===== config.mk =====
export PLATFORM = sky130hd
export DESIGN_NAME = m68k_vram_bridge
export DESIGN_NICKNAME = d
export VERILOG_FILES = /design/src/rtl/m68k_vram_bridge.sv
export SDC_FILE = /design/constraint.sdc
export NUM_CORES = 1
export LEC_CHECK = 0
export ABC_AREA = 0
export BUFFER_PORTS_ARGS = -buffer_cell sky130_fd_sc_hd__buf_2
export CAP_MARGIN = 30
export CORE_ASPECT_RATIO = 0.5
export CORE_MARGIN = 4
export CORE_UTILIZATION = 40
export DETAILED_ROUTE_END_ITERATION = 10
export PLACE_DENSITY_LB_ADDON = 0.3
export SYNTH_ARGS = -nofsm -noshare
export SYNTH_HDL_FRONTEND = slang
export SYNTH_SLANG_ARGS = --single-unit
export TNS_END_PERCENT = 30

===== constraint.sdc =====
create_clock -name clk -period 2.37 [get_ports clk]
set_input_delay 0.474 -clock clk [delete_from_list [all_inputs] [get_ports clk]]
set_output_delay 0.474 -clock clk [all_outputs]
set_load 0.01 [all_outputs]

===== src/rtl/m68k_vram_bridge.sv =====
// ============================================================================
// Module   : m68k_vram_bridge
// Brief    : fx68k async bus slave onto byte-wide VRAM port A (32 KB window)
// Revision : 1.0
// ============================================================================
`default_nettype none

module m68k_vram_bridge #(
   parameter logic [23:0] BASE_ADDR  = 24'h200000,
   parameter int          RD_LATENCY = 1
) (
   input  logic        clk,
   input  logic        reset,
   input  logic        cpu_as_n,
   input  logic        cpu_rw,
   input  logic        cpu_uds_n,
   input  logic        cpu_lds_n,
   input  logic [23:1] cpu_a,
   input  logic [15:0] cpu_dout,
   output logic [15:0] cpu_din,
   output logic        dtack_n,
   output logic        sel,
   output logic [14:0] vram_addr,
   output logic        vram_we,
   output logic        vram_re,
   output logic [7:0]  vram_din,
   input  logic [7:0]  vram_dout
);

   localparam logic [1:0] S_IDLE  = 2'd0;
   localparam logic [1:0] S_ISSUE = 2'd1;
   localparam logic [1:0] S_RWAIT = 2'd2;
   localparam logic [1:0] S_ACK   = 2'd3;

   logic [1:0]  state_q,   state_d;
   logic        armed_q,   armed_d;
   logic [14:1] addr_q,    addr_d;
   logic        rw_q,      rw_d;
   logic        upper_q,   upper_d;
   logic        lower_q,   lower_d;
   logic [15:0] wdata_q,   wdata_d;
   logic        lane_q,    lane_d;
   logic        dtack_n_q, dtack_n_d;
   logic        sel_q,     sel_d;
   logic [15:0] rdata_q,   rdata_d;
   logic [15:0] cpu_din_q, cpu_din_d;

   // Read-capture pipeline: one stage per clock of BRAM latency
   logic [RD_LATENCY-1:0] cap_v_q,    cap_v_d;
   logic [RD_LATENCY-1:0] cap_l_q,    cap_l_d;
   logic [RD_LATENCY-1:0] cap_last_q, cap_last_d;

   logic        w_hit;
   logic        w_start;
   logic        w_push;
   logic        w_last_lane;
   logic [15:0] w_rdata;

   assign w_hit       = (cpu_a[23:15] == BASE_ADDR[23:15]);
   assign w_start     = armed_q && !cpu_as_n && w_hit && (!cpu_uds_n || !cpu_lds_n);
   assign w_last_lane = lane_q || !lower_q;
   assign w_push      = (state_q == S_ISSUE) && rw_q && !cpu_as_n;
   assign w_rdata     = cap_l_q[RD_LATENCY-1] ? {rdata_q[15:8], vram_dout}
                                              : {vram_dout, rdata_q[7:0]};

   always_comb begin
      state_d    = state_q;
      armed_d    = armed_q;
      addr_d     = addr_q;
      rw_d       = rw_q;
      upper_d    = upper_q;
      lower_d    = lower_q;
      wdata_d    = wdata_q;
      lane_d     = lane_q;
      dtack_n_d  = dtack_n_q;
      sel_d      = sel_q;
      rdata_d    = rdata_q;
      cpu_din_d  = cpu_din_q;
      cap_v_d    = cap_v_q;
      cap_l_d    = cap_l_q;
      cap_last_d = cap_last_q;

      for (int i = RD_LATENCY - 1; i > 0; i--) begin
         cap_v_d[i]    = cap_v_q[i-1];
         cap_l_d[i]    = cap_l_q[i-1];
         cap_last_d[i] = cap_last_q[i-1];
      end
      cap_v_d[0]    = w_push;
      cap_l_d[0]    = lane_q;
      cap_last_d[0] = w_last_lane;

      if (cpu_as_n) begin
         armed_d = 1'b1;
      end

      case (state_q)
         S_IDLE: begin
            if (w_start) begin
               state_d = S_ISSUE;
               addr_d  = cpu_a[14:1];
               rw_d    = cpu_rw;
               upper_d = !cpu_uds_n;
               lower_d = !cpu_lds_n;
               wdata_d = cpu_dout;
               lane_d  = cpu_uds_n;
               sel_d   = 1'b1;
               armed_d = 1'b0;
               rdata_d = 16'hFFFF;
            end
         end
         S_ISSUE: begin
            if (cpu_as_n) begin
               state_d   = S_IDLE;
               sel_d     = 1'b0;
               dtack_n_d = 1'b1;
               cap_v_d   = '0;
            end else if (!lane_q && lower_q) begin
               lane_d = 1'b1;
            end else if (rw_q) begin
               state_d = S_RWAIT;
            end else begin
               state_d   = S_ACK;
               dtack_n_d = 1'b0;
            end
         end
         S_RWAIT: begin
            if (cpu_as_n) begin
               state_d   = S_IDLE;
               sel_d     = 1'b0;
               dtack_n_d = 1'b1;
               cap_v_d   = '0;
            end
         end
         default: begin
            if (cpu_as_n) begin
               state_d   = S_IDLE;
               sel_d     = 1'b0;
               dtack_n_d = 1'b1;
            end
         end
      endcase

      // An earlier lane may land while the next lane is still being issued
      if ((state_q == S_ISSUE || state_q == S_RWAIT) && !cpu_as_n && cap_v_q[RD_LATENCY-1]) begin
         rdata_d = w_rdata;
         if (cap_last_q[RD_LATENCY-1]) begin
            cpu_din_d = w_rdata;
            dtack_n_d = 1'b0;
            state_d   = S_ACK;
         end
      end
   end

   always_ff @(posedge clk or posedge reset) begin
      if (reset) begin
         state_q    <= S_IDLE;
         armed_q    <= 1'b1;
         addr_q     <= '0;
         rw_q       <= 1'b1;
         upper_q    <= 1'b0;
         lower_q    <= 1'b0;
         wdata_q    <= '0;
         lane_q     <= 1'b0;
         dtack_n_q  <= 1'b1;
         sel_q      <= 1'b0;
         rdata_q    <= 16'hFFFF;
         cpu_din_q  <= 16'hFFFF;
         cap_v_q    <= '0;
         cap_l_q    <= '0;
         cap_last_q <= '0;
      end else begin
         state_q    <= state_d;
         armed_q    <= armed_d;
         addr_q     <= addr_d;
         rw_q       <= rw_d;
         upper_q    <= upper_d;
         lower_q    <= lower_d;
         wdata_q    <= wdata_d;
         lane_q     <= lane_d;
         dtack_n_q  <= dtack_n_d;
         sel_q      <= sel_d;
         rdata_q    <= rdata_d;
         cpu_din_q  <= cpu_din_d;
         cap_v_q    <= cap_v_d;
         cap_l_q    <= cap_l_d;
         cap_last_q <= cap_last_d;
      end
   end

   // Pulses come straight from state so an abort never truncates a lane
   assign vram_we   = (state_q == S_ISSUE) && !rw_q;
   assign vram_re   = (state_q == S_ISSUE) && rw_q;
   assign vram_addr = {addr_q, lane_q};
   assign vram_din  = lane_q ? wdata_q[7:0] : wdata_q[15:8];
   assign cpu_din   = cpu_din_q;
   assign dtack_n   = dtack_n_q;
   assign sel       = sel_q;

   logic w_unused;
   assign w_unused = upper_q;

endmodule

`default_nettype wire


==> summary.txt, run 1 <==
Finish
  – Final nets: 421
  – Layout Cells excl Fill: 483
  – Layout cell share with drive strength beyond 1: 0.523
  – Core Util, Final: 0.531
  – Layout Area Growth over Synthesis: 27.3%
  – FILL cells: 726
  – ANT cells: 0

Placement
  – Placed Cells: 467
  – Gpl congestion: 0.827
  – Buffers added on ports: 95
  – DP Wirelength: 5090 um

Drt
  – WL per Instance: 14.8 um
  – Routed vias: 2365
  – Number of remaining DRC errors: 0
  – Via density: between 4 and 5
  – Final WL: 7140 um
  – Iter 0 DRT Violations: 77
  – Pre-antenna DRT Iters: 4
  – Final ANT Viol Nets: 0

STA
  – Max Slew Vio Count: 0
  – Fin crit period: 2.00 ns
  – Worst slew margin: 0.587
  – Crit share post-route: 0.845
  – Final hold vios: 0
  – Worst slew pin tran: 0.620 ns
  – Max Clock Freq: ~500 MHz
  – Clock Skew: 0.00612 ns
  – RSZ-0062 raised after global routing: false
  – Final TNS setup: 0 ns
  – Final setup violation count: 0

Clocking
  – Htree depth: 3
  – Root buffer cell: clkbuf_16
  – Clk pin slew, worst setup/hold paths: 0.05 ns
  – CTS sink cnt: 73
  – CTS tree: done
  – Clock Path Buffers: 2
  – Total CTS buffers: 9
  – CTS Hold Bufs: 0
  – Skew-Pair Late Insertion Delay: 0.33 ns
  – Post_cts resized: 0
  – Post-CTS Setup Bufs: 0

Synthesis
  – Area fraction of the dominant cell type after synthesis: 0.282
  – Syn Std Cell Area: roughly 3400 um2
  – Dominant cells by area after synthesis: dfrtp_1 (28%), dfstp_2 (27%), mux2_4 (13%), mux2i_1 (5.0%), mux2_2 (3.0%)
  – Sequential area share after synthesis: 0.555
  – Synth area leader: dfrtp_1
  – Mean Syn Cell Area: ~12 um2
  – Top FF cell, synth: dfrtp_1
  – Synth cell count leaders: dfrtp_1 (38), dfstp_2 (35), mux2_4 (30), nand2_1 (23)
  – Synthesized Nets: 326
  – Synth async-reset ratio: 1.00
  – Post-synthesis cell count: around 270
  – Netlist cell types: 36
  – Register bit count reported by yosys: 73
  – Most common cell in the netlist: dfrtp_1
  – Synth warnings: 0
  – Number of enable flip-flop cells after synthesis: 0

Global routing
  – Largest net degree at the start of global routing: between 70 and 80
  – Global-route wire length before repair: 11700 um
  – GRT Overall Usage: 0.151
  – Antenna violations before repair: 0
  – GRT overflow: 0
  – Vias in the first global route: 2431

Critical path
  – Cells along the critical path: mux2_2 > buf_2
  – Critical path's largest stage delay: 0.66 ns
  – Worst Path Required: 1.90 ns
  – Critical path's slowest cell: dfrtp_1
  – Critical Path AT: 1.53 ns
  – Critical Path Start Type: register
  – CP Class: reg2out
  – CP top delay family: flip-flops
  – Crit path max fanout: 13
  – Crit path capture type: primary output
  – FF-to-FF setup slack: ~0.47 ns
  – WP buf/inv: 1

Run
  – Max Cap Viol: 0

Floorplan
  – Starting Density: 0.417
  – Die Span X: 138 um
  – Die Ht: approximately 73 um
  – CORE AREA: between 8000 and 9000 um2
  – FP Rows: 23
  – Die Footprint: approximately 10000 um2
  – IO Count: 96

Power and ir drop
  – Pwr dens: 803 nW/um2
  – Final Power: 3.45 mW
  – Max VDD drop: 0.000390 V
  – P_leak: 2.23 nW

Worst hold path
  – Hold Crit Class: in2async

Status
  – Status: finished, final reports clean
## area by class of cell
type | instances | area [um2] | share of cell area
timing repair buffer | 101 | 546 | 0.127
clock buffer | 12 | 268 | 0.0624
clock inverter | 4 | 71.3 | 0.0166
inverter | 7 | 26.3 | 0.00612
multi-input combinational | 174 | 1370 | 0.320
tap | 112 | 140 | 0.0326
sequential | 73 | 1870 | 0.436
## per-layer routing
| layer | vias to the layer above | wire (um) | global-route usage | part of all wire |
|---|---|---|---|---|
| li1 | 1148 | - | - | - |
| met1 | 1137 | 3180 | 0.189 | 0.45 |
| met2 | 71 | 3500 | 0.250 | 0.49 |
| met3 | 9 | 355 | 0.0461 | 0.050 |
| met4 | 0 | 101 | 0.0581 | 0.014 |
| met5 | - | 0 | 0 | 0 |
## stage by stage
step	setup WS, ns	hold WS (ns)	instance area [um2]
2_1_floorplan	0.101	0.385	3370
3_3_place_gp	0.349	0.467	3960
3_5_place_dp	0.304	0.474	3960
4_1_cts	0.329	0.233	4290
5_1_grt	0.256	0.254	4290
6_report	0.367	0.216	4290
## state kept, by name (all words and copies together) (netlist names)
name        flops
cap_l_d         1
sel             1
lower_q         1
dtack_n         1
wdata_q        16
cpu_din        16
cap_v_q         1
rdata_q        16
rw_q            1
cap_last_q      1
armed_q         1
state_q         2
cap_l_q         1
addr_q         14
## worst paths after layout
check	start	end	depth (start not counted)
worst max-delay path	cap_l_d	vram_din[2]	2
worst min-delay path	reset	addr_q[5]	3
worst max register to register	armed_q	addr_q[7]	5
worst min register to register	cpu_din[13]	cpu_din[13]	2
max in group asynchronous	reset	rdata_q[7]	3
min in group clk	cpu_lds_n	lower_q	2
## power by group
| part | internal, mW | switching (mW) |
|---|---|---|
| combinational | 0.248 | 0.276 |
| sequential | 1.34 | 0.0747 |
| clock | 1.01 | 0.495 |
## worst register-to-register path, stage by stage (launching register included)
cell     delay, ns
dfstp_2       0.53
nor4b_1       0.20
and4b_1       0.38
nand3_4       0.12
buf_12        0.21
mux2_4        0.36
## layout by cell type (no fill, tap or decap), types with 4 or more instances in the layout
| master | instances |
|---|---|
| nor2_1 | 18 |
| dfstp_2 | 35 |
| nand2_1 | 23 |
| buf_2 | 95 |
| mux2_2 | 9 |
| o22ai_1 | 16 |
| inv_1 | 6 |
| buf_4 | 4 |
| o21ai_0 | 18 |
| mux2i_1 | 17 |
| clkbuf_16 | 10 |
| dfrtp_1 | 38 |
| a21oi_1 | 18 |
| mux2_4 | 30 |
## cells by family after synthesis
family	synth area share
AOI/OAI and AO/OA	0.104
adders and majority gates	0.00742
buffers and inverters	0.0382
DFF	0.555
muxes	0.214
and+or+nand+nor	0.0813
(Power assumes the default switching activity.)
==> run 2, diff against run 1 <==
==> constraint.sdc (replaced) <==
create_clock -name clk -period 2 [get_ports clk]
set_input_delay 0.4 -clock clk [delete_from_list [all_inputs] [get_ports clk]]
set_output_delay 0.4 -clock clk [all_outputs]
set_load 0.01 [all_outputs]
==> run 2 against run 1 <==
- register-to-register slack got worse by 0.32 ns
- critical path type is now reg2reg
- worst hold slack worse by 0.065 ns
- combinational power is 17% higher
- largest power group is now registers
- critical endpoint is now addr_q[1]
==> summary.txt, run 2 (synthesis results as in run 1) <==
Finish
  – Layout Area Growth over Synthesis: 27.2%
  – Most common cell after layout, fill and taps aside: buf_2
  – Final nets: 424 (+0.71%)
  – Final instance area: 4290 um2 (-0.15%)
  – ANT cells: 0 (unchanged)
  – Area of the multi-input gates: 1380 um2 (+0.36%)
  – Sequential Area: 1870 um2 (about the same)
  – Layout cell share with drive strength beyond 1: 0.532 (+0.00917)
  – FILL cells: 696 (-4.1%)
  – Commonest cells after routing, fill and taps aside: buf_2 (95), dfrtp_1 (37), dfstp_2 (35)

Power and ir drop
  – P_leak: 2.22 nW (-0.13%)
  – Pwr dens: 881 nW/um2 (+9.6%)
  – Max VDD drop: 0.000465 V (+19%)

Global routing
  – GRT overflow: 0 (unchanged)
  – Vias in the first global route: 2577 (+6.0%)
  – Antenna violations before repair: 0 (unchanged)
  – Global-route wire length before repair: 12000 um (+2.5%)
  – Largest net degree at the start of global routing: 74 (unchanged)
  – GRT Overall Usage: 0.155 (+0.00357)

STA
  – Final setup violation count: 0 (unchanged)
  – RSZ-0062 raised after global routing: false
  – Hold Slack: 0.151 ns (-0.0651 ns)
  – Max Clock Freq: roughly 540 MHz
  – Max Slew Vio Count: 0 (unchanged)
  – Worst slew pin tran: 0.394 ns (-0.226 ns)
  – Worst slew margin: 0.737 (+0.151)
  – Clock Skew: 0.00405 ns (-0.00207 ns)
  – Final hold vios: 0 (unchanged)
  – Final WS setup: 0.153 ns (-0.215 ns)
  – Final TNS setup: 0 ns (unchanged)
  – Fin crit period: 1.85 ns
  – Crit share post-route: 0.924

Placement
  – DP Wirelength: 5090 um (about the same)
  – Buffers added on ports: 95 (unchanged)
  – Placed cell area: 4010 um2 (+1.3%)
  – Dpl ws: 0.0891 ns (-0.215 ns)
  – Gpl congestion: 0.768 (-7.1%)

Worst hold path
  – Hold Crit Class: in2async

Floorplan
  – Die Footprint: 10100 um2 (unchanged)
  – Starting Density: 0.417 (unchanged)
  – Die Ht: 72.9 um (unchanged)
  – IO Count: 96 (unchanged)
  – FP Rows: 23 (unchanged)
  – CORE AREA: 8090 um2 (unchanged)
  – Die Span X: 138 um (unchanged)

Clocking
  – CTS tree: done
  – Total CTS buffers: 9 (unchanged)
  – Htree depth: 3 (unchanged)
  – Skew-Pair Late Insertion Delay: 0.33 ns (about the same)
  – CTS Hold Bufs: 0 (unchanged)
  – Post_cts resized: 0 (unchanged)
  – Post-CTS Setup Bufs: 0 (unchanged)
  – Root buffer cell: clkbuf_16
  – CTS sink cnt: 73 (unchanged)
  – Clk pin slew, worst setup/hold paths: 0.06 ns (about the same)
  – Clock Path Buffers: 2 (unchanged)

Status
  – Status: finished, final reports clean

Critical path
  – CP top delay family: simple AND/OR/NAND/NOR gates
  – Worst Path Required: 2.21 ns (+0.31 ns)
  – Critical path's largest stage delay: 0.52 ns (-0.14 ns)
  – Critical path's slowest cell: dfstp_2
  – Crit path max fanout: 29 (+16)
  – Cells along the critical path: nor4b_1 > and4b_1 > nand3_4 > buf_12 > mux2_4
  – Crit path capture type: register
  – WP buf/inv: 1 (unchanged)
  – CP Class: reg2reg
  – Critical Path Start Type: register
  – Critical Path AT: 2.06 ns (+0.53 ns)

Drt
  – WL per Instance: 15.1 um (+2.0%)
  – Via density: 5.04 (+2.9%)
  – Final WL: 7330 um (+2.7%)
  – Number of remaining DRC errors: 0 (unchanged)
  – Routed vias: 2449 (+3.6%)
  – Final ANT Viol Nets: 0 (unchanged)
  – Iter 0 DRT Violations: 110 (+43%)
  – Pre-antenna DRT Iters: 4 (unchanged)

Run
  – Max Cap Viol: 0 (unchanged)
## run 2: worst reg2reg max path, cell delays in order (launching register included)
cell	delay, ns
dfstp_2	0.52
nor4b_1	0.25
and4b_1	0.32
nand3_4	0.12
buf_12	0.20
mux2_4	0.32
## run 2: per-stage QoR
stage,cells,power [mW],utilization
detailed placement,470,2.32,0.495
floorplan,271,2.13,-
finish,486,3.78,0.530
global route,486,3.98,0.530
global placement,470,2.30,0.495
CTS,486,3.84,0.529
## run 2: final cells by class
cell class              instances  share of cell area
multi-input cells             174               0.321
clock inverters                 3             0.00350
inverters                       7             0.00700
clock buffers                  13              0.0607
repair buffers                104               0.138
well taps                     112              0.0327
flip-flops and latches         73               0.437
## run 2: path summary, 6_finish.rpt
check | end | depth (start not counted) | startpoint | slack [ns]
setup / recovery | addr_q[1] | 5 | armed_q | 0.15
hold / removal | state_q[1] | 3 | reset | 0.15
setup reg to reg | addr_q[1] | 5 | armed_q | 0.15
hold reg to reg | cpu_din[5] | 2 | cpu_din[5] | 0.47
max in group asynchronous | dtack_n | 3 | reset | 1.48
min in group clk | lower_q | 2 | cpu_lds_n | 0.27
## run 2: power breakdown
| part | internal (mW) | total (mW) | switching [mW] |
|---|---|---|---|
| Sequential | 1.59 | 1.69 | 0.0908 |
| Combinational | 0.297 | 0.615 | 0.317 |
| Clock | 0.901 | 1.48 | 0.576 |
| Total | 2.79 | 3.78 | 0.984 |
## run 2: per-layer routing
layer | vias up | global-route usage | part of all wire
met1 | 1204 | 0.175 | 0.42
met2 | 73 | 0.272 | 0.52
met5 | - | 0 | 0
li1 | 1159 | - | -
met3 | 13 | 0.0613 | 0.054
met4 | 0 | 0.0504 | 0.012
==> run 3, diff against run 2 <==
--- a/config.mk
+++ b/config.mk
@@ -12,7 +12,7 @@
 export CORE_MARGIN = 4
 export CORE_UTILIZATION = 40
 export DETAILED_ROUTE_END_ITERATION = 10
-export PLACE_DENSITY_LB_ADDON = 0.3
+export PLACE_DENSITY = 0.71
 export SYNTH_ARGS = -nofsm -noshare
 export SYNTH_HDL_FRONTEND = slang
 export SYNTH_SLANG_ARGS = --single-unit
==> run 3 against run 2 <==
- final cell count is 0.41% higher
- clock power hardly changed
- critical path depth is 1 higher
- total power hardly changed
==> summary.txt, run 3 (synthesis results as in run 1) <==
STA
  – Final TNS setup: 0 ns (unchanged)
  – Final WS setup: 0.130 ns (-0.0231 ns)
  – Clock Skew: 0.00266 ns (-0.00139 ns)
  – Max Slew Vio Count: 0 (unchanged)
  – Hold Slack: 0.269 ns (+0.118 ns)
  – Final setup violation count: 0 (unchanged)
  – Worst slew margin: 0.631 (-0.107)
  – RSZ-0062 raised after global routing: false
  – Max Clock Freq: 535 MHz (-1.2%)
  – Fin crit period: 1.87 ns (+0.0231 ns)
  – Worst slew pin tran: 0.553 ns (+0.159 ns)
  – Final hold vios: 0 (unchanged)
  – Crit share post-route: 0.935 (+0.0116)

Clocking
  – Clk pin slew, worst setup/hold paths: 0.05 ns (about the same)
  – Clock Path Buffers: 2 (unchanged)
  – Htree depth: 3 (unchanged)
  – Total CTS buffers: 9 (unchanged)
  – CTS sink cnt: 73 (unchanged)
  – Post-CTS Setup Bufs: 0 (unchanged)
  – CTS tree: done
  – Skew-Pair Late Insertion Delay: 0.33 ns (about the same)
  – Root buffer cell: clkbuf_16

Floorplan
  – Starting Density: 0.417 (unchanged)
  – FP Rows: 23 (unchanged)
  – IO Count: 96 (unchanged)
  – Die Span X: 138 um (unchanged)
  – Die Footprint: 10100 um2 (unchanged)
  – CORE AREA: 8090 um2 (unchanged)
  – Die Ht: 72.9 um (unchanged)

Drt
  – Routed vias: 2405 (-1.8%)
  – WL per Instance: 14.9 um (-1.5%)
  – Final WL: 7250 um (-1.1%)
  – Pre-antenna DRT Iters: 4 (unchanged)
  – Via density: 4.93 (-2.2%)
  – Iter 0 DRT Violations: 57 (-48%)
  – Number of remaining DRC errors: 0 (unchanged)
  – Final ANT Viol Nets: 0 (unchanged)

Global routing
  – Met3 Use GR: 0.0496 (-0.0117)
  – GRT overflow: 0 (unchanged)
  – Global-route wire length before repair: 11800 um (-1.6%)
  – Grt met2 use: 0.246 (-0.0259)
  – Antenna violations before repair: 0 (unchanged)
  – Busiest grt layer: met2
  – GRT Overall Usage: 0.153 (-0.00236)
  – Grt met1 use: 0.191 (+0.0154)
  – Largest net degree at the start of global routing: 53 (-28%)
  – Vias in the first global route: 2464 (-4.4%)

Critical path
  – Crit path max fanout: 16 (-45%)
  – Crit path capture type: register
  – Reg-to-reg critical path startpoint: state_q[0]
  – CP Class: reg2reg
  – Critical Path AT: 2.12 ns (+0.06 ns)
  – Critical Path Start Type: register
  – Setup crit start: state_q[0]
  – Worst Path Required: 2.25 ns (+0.04 ns)

Finish
  – Most common cell after layout, fill and taps aside: buf_2
  – Core Util, Final: 0.532 (+0.00155)
  – FILL cells: 734 (+5.5%)
  – Final instance area: 4300 um2 (+0.29%)
  – Layout cell share with drive strength beyond 1: 0.532 (about the same)
  – Final nets: 426 (+0.47%)
  – Commonest cells after routing, fill and taps aside: buf_2 (95), dfrtp_1 (37), dfstp_2 (35)
  – Layout Cells excl Fill: 488 (+0.41%)
  – ANT cells: 0 (unchanged)
  – Layout Area Growth over Synthesis: 27.5%

Status
  – Status: finished, final reports clean

Placement
  – Placed cell area: 4020 um2 (+0.37%)
  – Buffers added on ports: 95 (unchanged)
  – DP Wirelength: 5120 um (+0.44%)
  – Gpl congestion: 0.819 (+6.7%)
  – Placed Cells: 472 (+0.43%)
  – Dpl ws: 0.0288 ns (-0.0603 ns)

Run
  – Max Cap Viol: 0 (unchanged)

Power and ir drop
  – Final Power: 3.78 mW (about the same)
  – Pwr dens: 879 nW/um2 (-0.20%)
  – Max VDD drop: 0.000454 V (-2.4%)
  – P_leak: 2.23 nW (+0.37%)

Worst hold path
  – HP Start: cpu_lds_n
  – Hold Crit Class: in2reg
run 3: changes by cell type in the layout (fill, tap and decap cells not counted), sizes merged:
cell	previous run	this run
buf	104	106
run 3: timing repair:
item	in CTS	in global routing
hold buffers	0	0
resized for setup	0	2
endpoints found under the setup margin	0	21
run 3: cell type report:
type,count,area (um2),area share
clock inverters,3,15.0,0.00349
repair buffers,106,608,0.141
well taps,112,140,0.0326
multi-input cells,174,1380,0.320
clock buffers,13,260,0.0605
flip-flops and latches,73,1870,0.435
inverters,7,30.0,0.00698
run 3: final timing paths:
| kind | end | slack [ns] | depth (start not counted) |
|---|---|---|---|
| hold reg to reg | cpu_din[12] | 0.47 | 2 |
| setup reg to reg | rdata_q[0] | 0.13 | 6 |
| hold / removal | lower_q | 0.27 | 2 |
| min in group asynchronous | cpu_din[14] | 0.41 | 2 |
| setup / recovery | rdata_q[0] | 0.13 | 6 |
| max in group asynchronous | armed_q | 1.24 | 3 |
run 3: power by group:
part | switching [mW] | total [mW] | internal [mW]
sequential | 0.0957 | 1.69 | 1.59
combinational | 0.317 | 0.622 | 0.305
clock | 0.567 | 1.47 | 0.901
total | 0.980 | 3.78 | 2.80
run 3: worst max-delay path: stages (launching register included):
cell	delay, ns
dfrtp_1	0.40
inv_1	0.07
ha_1	0.28
and3b_1	0.26
nand2_1	0.46
o22ai_1	0.16
a21oi_1	0.17
run 3: metal layers:
layer  share of wire  wire [um]
met4           0.021        153
met3           0.057        413
met5               0          0
met2            0.47       3440
met1            0.45       3240
